==> config.mk <==
export PLATFORM = sky130hd
export DESIGN_NAME = rca_4bit
export DESIGN_NICKNAME = d
export VERILOG_FILES = /design/src/rtl/rca_pkg.sv /design/src/rtl/full_adder.sv /design/src/rtl/rca_4bit.sv
export SDC_FILE = /design/constraint.sdc
export NUM_CORES = 1
export LEC_CHECK = 0
export CORE_AREA = 3 3 40 42
export CTS_CLUSTER_SIZE = 25
export DETAILED_ROUTE_END_ITERATION = 12
export DIE_AREA = 0 0 43 45
export PLACE_DENSITY = 0.57
export SETUP_SLACK_MARGIN = 0.15
export SYNTH_ARGS = -nofsm -noshare
export SYNTH_HDL_FRONTEND = slang
export SYNTH_SLANG_ARGS = --single-unit
export TNS_END_PERCENT = 20
==> constraint.sdc <==
create_clock -name clk -period 4.5 [get_ports clk]
set_input_delay 0.9 -clock clk [delete_from_list [all_inputs] [get_ports clk]]
set_output_delay 0.9 -clock clk [all_outputs]
set_load 0.05 [all_outputs]
==> src/rtl/rca_pkg.sv <==
// Shared constants and result type for the registered ripple-carry adder.
package rca_pkg;

  localparam int RCA_WIDTH = 4;

  // Full-precision result of an RCA_WIDTH-bit addition, carry in the top bit.
  typedef struct packed {
    logic                 cout;
    logic [RCA_WIDTH-1:0] sum;
  } rca_result_t;

endpackage

==> src/rtl/full_adder.sv <==
// Single-bit full adder; one stage of the ripple-carry chain.
module full_adder (
  input  logic a,
  input  logic b,
  input  logic cin,
  output logic s,
  output logic cout
);

  logic p;

  assign p    = a ^ b;
  assign s    = p ^ cin;
  assign cout = (a & b) | (cin & p);

endmodule

==> src/rtl/rca_4bit.sv <==
// Registered WIDTH-bit ripple-carry adder with one-cycle latency.
// Optional macro RCA_OVERFLOW_EN adds a registered two's-complement overflow flag (ovf).
module rca_4bit
  import rca_pkg::*;
#(
  parameter int WIDTH = RCA_WIDTH
) (
  input  logic             clk,
  input  logic             rst,
  input  logic [WIDTH-1:0] a,
  input  logic [WIDTH-1:0] b,
  input  logic             in_valid,
  output logic [WIDTH-1:0] sum,
  output logic             cout,
`ifdef RCA_OVERFLOW_EN
  output logic             ovf,
`endif
  output logic             out_valid
);

  logic [WIDTH:0]   c;
  logic [WIDTH-1:0] s;

  // Carry ripples strictly LSB to MSB; no lookahead.
  assign c[0] = 1'b0;

  for (genvar i = 0; i < WIDTH; i++) begin : g_stage
    full_adder u_fa (
      .a   (a[i]),
      .b   (b[i]),
      .cin (c[i]),
      .s   (s[i]),
      .cout(c[i+1])
    );
  end

  // NOTE: registers use non-blocking assignments so every flop samples pre-edge values.
  always_ff @(posedge clk) begin
    if (rst) begin
      sum       <= '0;
      cout      <= 1'b0;
      out_valid <= 1'b0;
    end else begin
      out_valid <= in_valid;
      if (in_valid) begin
        sum  <= s;
        cout <= c[WIDTH];
      end
    end
  end

`ifdef RCA_OVERFLOW_EN
  always_ff @(posedge clk) begin
    if (rst) begin
      ovf <= 1'b0;
    end else if (in_valid) begin
      ovf <= c[WIDTH] ^ c[WIDTH-1];
    end
  end
`endif

endmodule

# ---- Yosys cells after proc, flatten, opt, wreduce, memory -nomap -nowiden
# Index checks and enable logic that the tools add are counted.
dict set report word_totals {
  regBits 6
  elab_cells 20
}
dict set report op_classes {
  n_bitwise 17
}
# op n
set op_table {}
lappend op_table {{$and 1x1->1} 7}
lappend op_table {{$xor 1x1->1} 7}
lappend op_table {{$or 1x1->1} 3}

# ---- Longest topological paths before layout
# Gate-level depths: netlist of run 1.
dict set report logic_depth {
  ltp_word 7
  mapped_depth 6
}

# ---- Modules after synthesis
# A second synthesis of run 1 with hierarchy kept.
dict set report hier_totals {
  cells_unflattened 23
  hier_area_um2 290.3
}
# mod instances cells_per_inst area_each_um2 seq_area_each_um2
set modules_own_cells {}
lappend modules_own_cells {rca_4bit 1 19 210.2 120.1}
lappend modules_own_cells {full_adder 4 1 20.0 0.0}

# ---- Worst setup path after synthesis of run 1
# No wires, ideal clock.
dict set report synth_timing {
  kind {in2reg}
  start {in a[0]}
  end {reg sum[3]}
  arrival_ns 2.488
  required_ns 4.421
  setup_slack_ns 1.933
  path_stages 6
  n_path_buf 0
  path_cell_list {ha_1 -> fa_1 -> fa_1 -> inv_1 -> fa_1 -> a211oi_2}
}
dict set report synth_via {
  elab_chain_len 6
}
# item line_no
set synth_rtl {}
lappend synth_rtl {{from (decl)} rca_4bit.sv:10} ;# input logic [WIDTH-1:0] a,
lappend synth_rtl {{$and 1x1->1 (2 in a row)} full_adder.sv:14} ;# assign cout = (a & b) | (cin & p);
lappend synth_rtl {{$or 1x1->1} full_adder.sv:14}
lappend synth_rtl {{$and 1x1->1} full_adder.sv:14}
lappend synth_rtl {{$or 1x1->1} full_adder.sv:14}
lappend synth_rtl {{$xor 1x1->1} full_adder.sv:13} ;# assign s = p ^ cin;
lappend synth_rtl {{to (signal assigned)} rca_4bit.sv:46} ;# sum <= s;
lappend synth_rtl {{to (decl)} rca_4bit.sv:13} ;# output logic [WIDTH-1:0] sum,
# Every way passes these cells.
# A chain may end at the register's enable or synchronous reset.

# ---- Worst setup path after layout of run 1
# Same ends and word-level chain as after synthesis.

==> impl_metrics.csv, run 1 <==
group,metric,value,unit
floorplan,rows,13,
timing,worst_hold_slack,0.487,ns
pwr,p_int,110,µW
pwr,ir_worst_vdd,0.000127,V
floorplan,die_w,43,µm
placement,portBuffers,16,
worst_setup_path,crit_path_start_kind,"primary input",
clock_network,clock_latency,0.24,ns
worst_setup_path,reg2reg_from,"sum[3]$_SDFFE_PP0P_",
pwr,p_leak,0.204,nW
timing,setup-violations-final,0,
run,drv_cap,0,
route,viasPerCell,3.93,
pwr,powerDensity,324,nW/µm²
floorplan,coreArea,1280,µm²
route,wirelength,673,µm
pwr,total_power,158,µW
route,drc,0,
global_routing,grt_pass1_vias,242,
global_routing,grt_max_degree,9,
floorplan,die_y,45,µm
synthesis,synth_seq_area_share,40.3,%
synthesis,syn_area,298,µm²
floorplan,die_area,1940,µm²
floorplan,pin_count,17,
synthesis,synth_area_per_cell,11.9,µm²
synthesis,synth_cells,25,
clock_network,cts_tree,"done",
worst_setup_path,cp_top_family,"adder cells",
clock_network,clock_path_buffers,2,
pwr,pwr-share-clk,30.3,%
route,vias,228,
pwr,p_comb_share,31.8,%
timing,min_period,2.80,ns
pwr,pwr-share-seq,37.9,%
clock_network,cts_made_buffers,3,
cells_and_area,layout_commonest_cell,"clkdlybuf4s50_1",
hold_path,min_from,"sum[2]$_SDFFE_PP0P_",
worst_setup_path,critPathSlowestCell,"fa_1",
timing,rsz0062_at_grt,"false",
timing,max_freq,357,MHz
cells_and_area,final_cell_mix,"clkdlybuf4s50_1 (16), dfxtp_1 (6), nor2_1 (4)",
timing,slew_viol_final,0,
clock_network,postCtsHoldBufs,0,
worst_setup_path,critPathCaptureType,"flip-flop",
clock_network,path_clk_slew,0.04,ns
placement,dp.cells,55,
pwr,p_switching,47.7,µW
route,wl_per_cell,11.6,µm
cells_and_area,num-nets-final,60,
worst_setup_path,worst-setup-path-type,"primary input to flip-flop",
clock_network,postCtsResizedCells,0,
timing,worstMarginPinSlew,0.502,ns
synthesis,synth_nets,40,
timing,hold_violations,0,
synthesis,synth_cell_types,10,
worst_setup_path,crit_top_cell,"fa_1",
route,ant_nets,0,
cells_and_area,antennaDiodeCount,0,
clock_network,ctsHtreeMaxLevel,1,
global_routing,track_usage,8.52,%
route,first_pass_iters,2,
synthesis,netlist_top_cells_area,"dfxtp_1 (40%), fa_1 (20%), mux2i_1 (10%), a211oi_2 (8.4%), nor2_1 (5.0%)",
synthesis,yosys_warnings,0,
clock_network,clkSinkCount,6,
cells_and_area,final.fill_count,136,
timing,tns,0,ns
route,drt_iter0_drc,3,
cells_and_area,drive_above_1_share,14.0,%
worst_setup_path,max_stage_delay,0.41,ns
global_routing,grt.overflow.total,0,
synthesis,ys_seq_elements,6,
clock_network,clockRootBuffer,"clkbuf_4",
worst_setup_path,worst-path-buf-inv,2,
timing,max_slew_margin,66.4,%
global_routing,antenna_found_initial,0,
worst_setup_path,path_cells,"clkdlybuf4s50_1, ha_1, fa_1, fa_1, inv_1, fa_1, a211oi_2",
placement,post-place-ws,1.43,ns
worst_setup_path,critPathArrivalTime,2.96,ns
timing,fin_ws,1.70,ns
status,status,"completed",
worst_setup_path,worstPathRequired,4.66,ns
synthesis,synth_top_cell_area_share,40.3,%
pwr,swShare,30.2,%
synthesis,yosys.area.top_type,"dfxtp_1",
hold_path,holdCritPathClass,"flip-flop to flip-flop",
placement,gp_congestion,0.596,
placement,dpl.hpwl,600,µm
worst_setup_path,crit_fanout,1,
cells_and_area,final_cells,58,
global_routing,grt_pass1_wl,1.06,mm
floorplan,start_util,23.2,%
worst_setup_path,crit_path_start,"a[0]",
timing,finalCritPeriodShare,62.3,%
cells_and_area,area_delta_synth_final,63.9,%
clock_network,post_cts_buffers,0,
timing,skew,0,ns
layout make-up:
| class | count | area (µm²) | share of cell area [%] |
|---|---|---|---|
| timing repair buffer | 16 | 160 | 32.8 |
| clock buffer | 3 | 22.5 | 4.62 |
| multi-input combinational | 15 | 155 | 31.8 |
| inverter | 3 | 11.3 | 2.31 |
| sequential | 6 | 120 | 24.6 |
| tap | 15 | 18.8 | 3.85 |
per-layer routing:
layer	vias to the layer above	share of wire, %	global-route usage, %
met5	-	0	0
met4	0	0	10.8
met3	0	2.1	2.39
met2	1	66	15.0
met1	108	31	6.81
li1	119	-	-
registers in the layout (all words and copies together) (netlist names):
name / count
sum: 4
cout: 1
out_valid: 1
metrics by stage:
step           area [µm²]  utilization (%)
5_1_grt               488             38.0
2_1_floorplan         298                -
3_3_place_gp          465             36.2
3_5_place_dp          465             36.2
6_report              488             38.0
4_1_cts               488             38.0
tightest hold or removal path: cells and delay by family, from the launching register on:
| family | cells | cell delay [ns] |
|---|---|---|
| DFF | 1 | 0.31 |
| and+or+nand+nor | 1 | 0.07 |
| muxes | 1 | 0.06 |
cells by family after synthesis:
| family | after synthesis | synth area share (%) |
|---|---|---|
| buf+inv | 4 | 7.56 |
| compound gates | 2 | 8.40 |
| fa+ha+maj | 4 | 24.4 |
| flops | 6 | 40.3 |
| simple gates | 6 | 9.24 |
| mux | 3 | 10.1 |
power by group through the flow:
stage / clock, mW / combinational [mW] / sequential [mW]
2_1_floorplan: 0 / 0.0139 / 0.0766
3_3_place_gp: 0 / 0.0499 / 0.0608
3_5_place_dp: 0 / 0.0510 / 0.0609
4_1_cts: 0.0515 / 0.0511 / 0.0599
5_1_grt: 0.0559 / 0.0540 / 0.0603
6_report: 0.0479 / 0.0502 / 0.0599
Yosys cell counts:
library cell / n
inv_1: 3
nor2_2: 1
nor2_1: 4
fa_1: 3
a211oi_2: 2
dfxtp_1: 6
nor2b_1: 1
ha_1: 1
mux2i_1: 3
buf_6: 1
path summary, 6_finish.rpt:
path / to / slack [ns] / depth (start not counted)
worst max-delay path: sum[3]$_SDFFE_PP0P_ / 1.70 / 7
worst min-delay path: sum[2]$_SDFFE_PP0P_ / 0.49 / 2
worst max register to register: sum[3]$_SDFFE_PP0P_ / 3.85 / 2
worst min register to register: sum[2]$_SDFFE_PP0P_ / 0.49 / 2
No activity file was read; power rests on OpenSTA's default activity.
==> run 2, diff against run 1 <==
- clock period: 4.5 -> 2.7 ns (I/O delays scaled with it)
==> run 2 against run 1 <==
- critical path type unchanged
- via count rose by 2.2%
- core utilization did not move
- clock power rose by 70%
- wire length decreased by 1.0%
- die area stayed put
- largest power group unchanged
- combinational power grew 66%
==> impl_metrics.csv, run 2 (synthesized netlist as in run 1, its figures left out) <==
group,metric,value,unit
floorplan,rows,13,
global_routing,track_usage,9.22,%
timing,worstMarginPinSlew,0.500,ns
route,viasPerCell,4.02,
timing,worst_hold_slack,0.492,ns
placement,gp_congestion,0.596,
worst_setup_path,critPathCaptureType,"flip-flop",
route,drt_iter0_drc,3,
timing,finalCritPeriodShare,89.8,%
timing,tns,0,ns
cells_and_area,layout_commonest_cell,"clkdlybuf4s50_1",
clock_network,cts_tree,"done",
route,drc,0,
timing,hold_violations,0,
floorplan,die_y,45,µm
global_routing,grt_pass1_wl,1.18,mm
global_routing,antenna_found_initial,0,
worst_setup_path,critPathArrivalTime,2.59,ns
worst_setup_path,crit_fanout,1,
placement,placed_cell_area,465,µm²
placement,dpl.hpwl,601,µm
cells_and_area,biggestRegsByFlops,"sum (4), cout (1), out_valid (1)",
clock_network,postCtsHoldBufs,0,
floorplan,die_area,1940,µm²
timing,max_freq,412,MHz
worst_setup_path,crit_path_start_kind,"primary input",
cells_and_area,post-route-util,38.0,%
cells_and_area,largest_register_ffs,4,
route,wl_per_cell,11.5,µm
route,vias,233,
global_routing,grt_pass1_vias,280,
cells_and_area,drive_above_1_share,14.0,%
route,ant_nets,0,
clock_network,clkSinkCount,6,
cells_and_area,num-nets-final,60,
clock_network,ctsHtreeMaxLevel,1,
route,wirelength,666,µm
hold_path,holdCritPathClass,"flip-flop to flip-flop",
status,status,"completed",
floorplan,start_util,23.2,%
clock_network,clock_path_buffers,2,
cells_and_area,design_area,488,µm²
clock_network,cts_made_buffers,3,
pwr,p_leak,0.204,nW
pwr,ir_worst_vdd,0.000255,V
global_routing,grt.overflow.total,0,
timing,rsz0062_at_grt,"false",
cells_and_area,area_delta_synth_final,63.9,%
clock_network,postCtsResizedCells,0,
floorplan,pin_count,17,
timing,setup-violations-final,0,
pwr,total_power,265,µW
cells_and_area,antennaDiodeCount,0,
placement,portBuffers,16,
global_routing,grt_max_degree,9,
clock_network,path_clk_slew,0.04,ns
clock_network,post_cts_buffers,0,
cells_and_area,final_cell_mix,"clkdlybuf4s50_1 (16), dfxtp_1 (6), nor2_1 (4)",
run,drv_cap,0,
worst_setup_path,worst-setup-path-type,"primary input to flip-flop",
floorplan,die_w,43,µm
route,first_pass_iters,4,
cells_and_area,top_register,"sum",
clock_network,clock_latency,0.24,ns
timing,min_period,2.42,ns
floorplan,coreArea,1280,µm²
timing,slew_viol_final,0,
clock_network,clockRootBuffer,"clkbuf_4",
pwr,powerDensity,542,nW/µm²
timing,skew,0,ns
timing,max_slew_margin,66.6,%
worst_setup_path,worstPathRequired,2.86,ns
## run 2: power breakdown
part | internal (mW) | switching, mW
registers | 0.0965 | 0.00358
clock network | 0.0502 | 0.0311
logic | 0.0371 | 0.0463
## run 2: cell type report
type                            count  area (µm²)
Clock buffer                        3        22.5
Inverter                            3        11.3
Multi-Input combinational cell     15         155
Sequential cell                     6         120
Tap cell                           15        18.8
Fill cell                         129         797
Timing Repair Buffer               16         160
## run 2: worst paths after layout
kind	end	startpoint	slack [ns]	cells after the start
setup / recovery	sum[3]$_SDFFE_PP0P_	a[0]	0.28	7
hold / removal	sum[3]$_SDFFE_PP0P_	sum[3]$_SDFFE_PP0P_	0.49	2
setup reg to reg	sum[3]$_SDFFE_PP0P_	sum[3]$_SDFFE_PP0P_	2.06	2
hold reg to reg	sum[3]$_SDFFE_PP0P_	sum[3]$_SDFFE_PP0P_	0.49	2
## run 2: layer usage
layer	vias to the layer above	routed length [µm]	track usage (%)
met1	111	222	7.86
met4	0	9	9.04
met3	2	15	3.59
li1	117	-	-
met5	-	0	0
met2	3	419	16.2
## run 2: metrics by stage
stage | std cells | worst slack (ns)
global placement | 55 | 0.0404
global route | 58 | 0.197
detailed placement | 55 | 0.0167
floorplan | 25 | 0.493
finish | 58 | 0.276
CTS | 58 | 0.271
## run 2: critical path, stage by stage
cell and delay [ns]:
clkdlybuf4s50_1 0.40, ha_1 0.21, fa_1 0.38, fa_1 0.36, inv_1 0.07, fa_1 0.42, a211oi_2 0.21
==> run 3, diff against run 2 <==
- HOLD_SLACK_MARGIN: unset -> 0.05
==> results of run 3 <==
No change in the layout: final DEF, timing and power equal those of run 2.
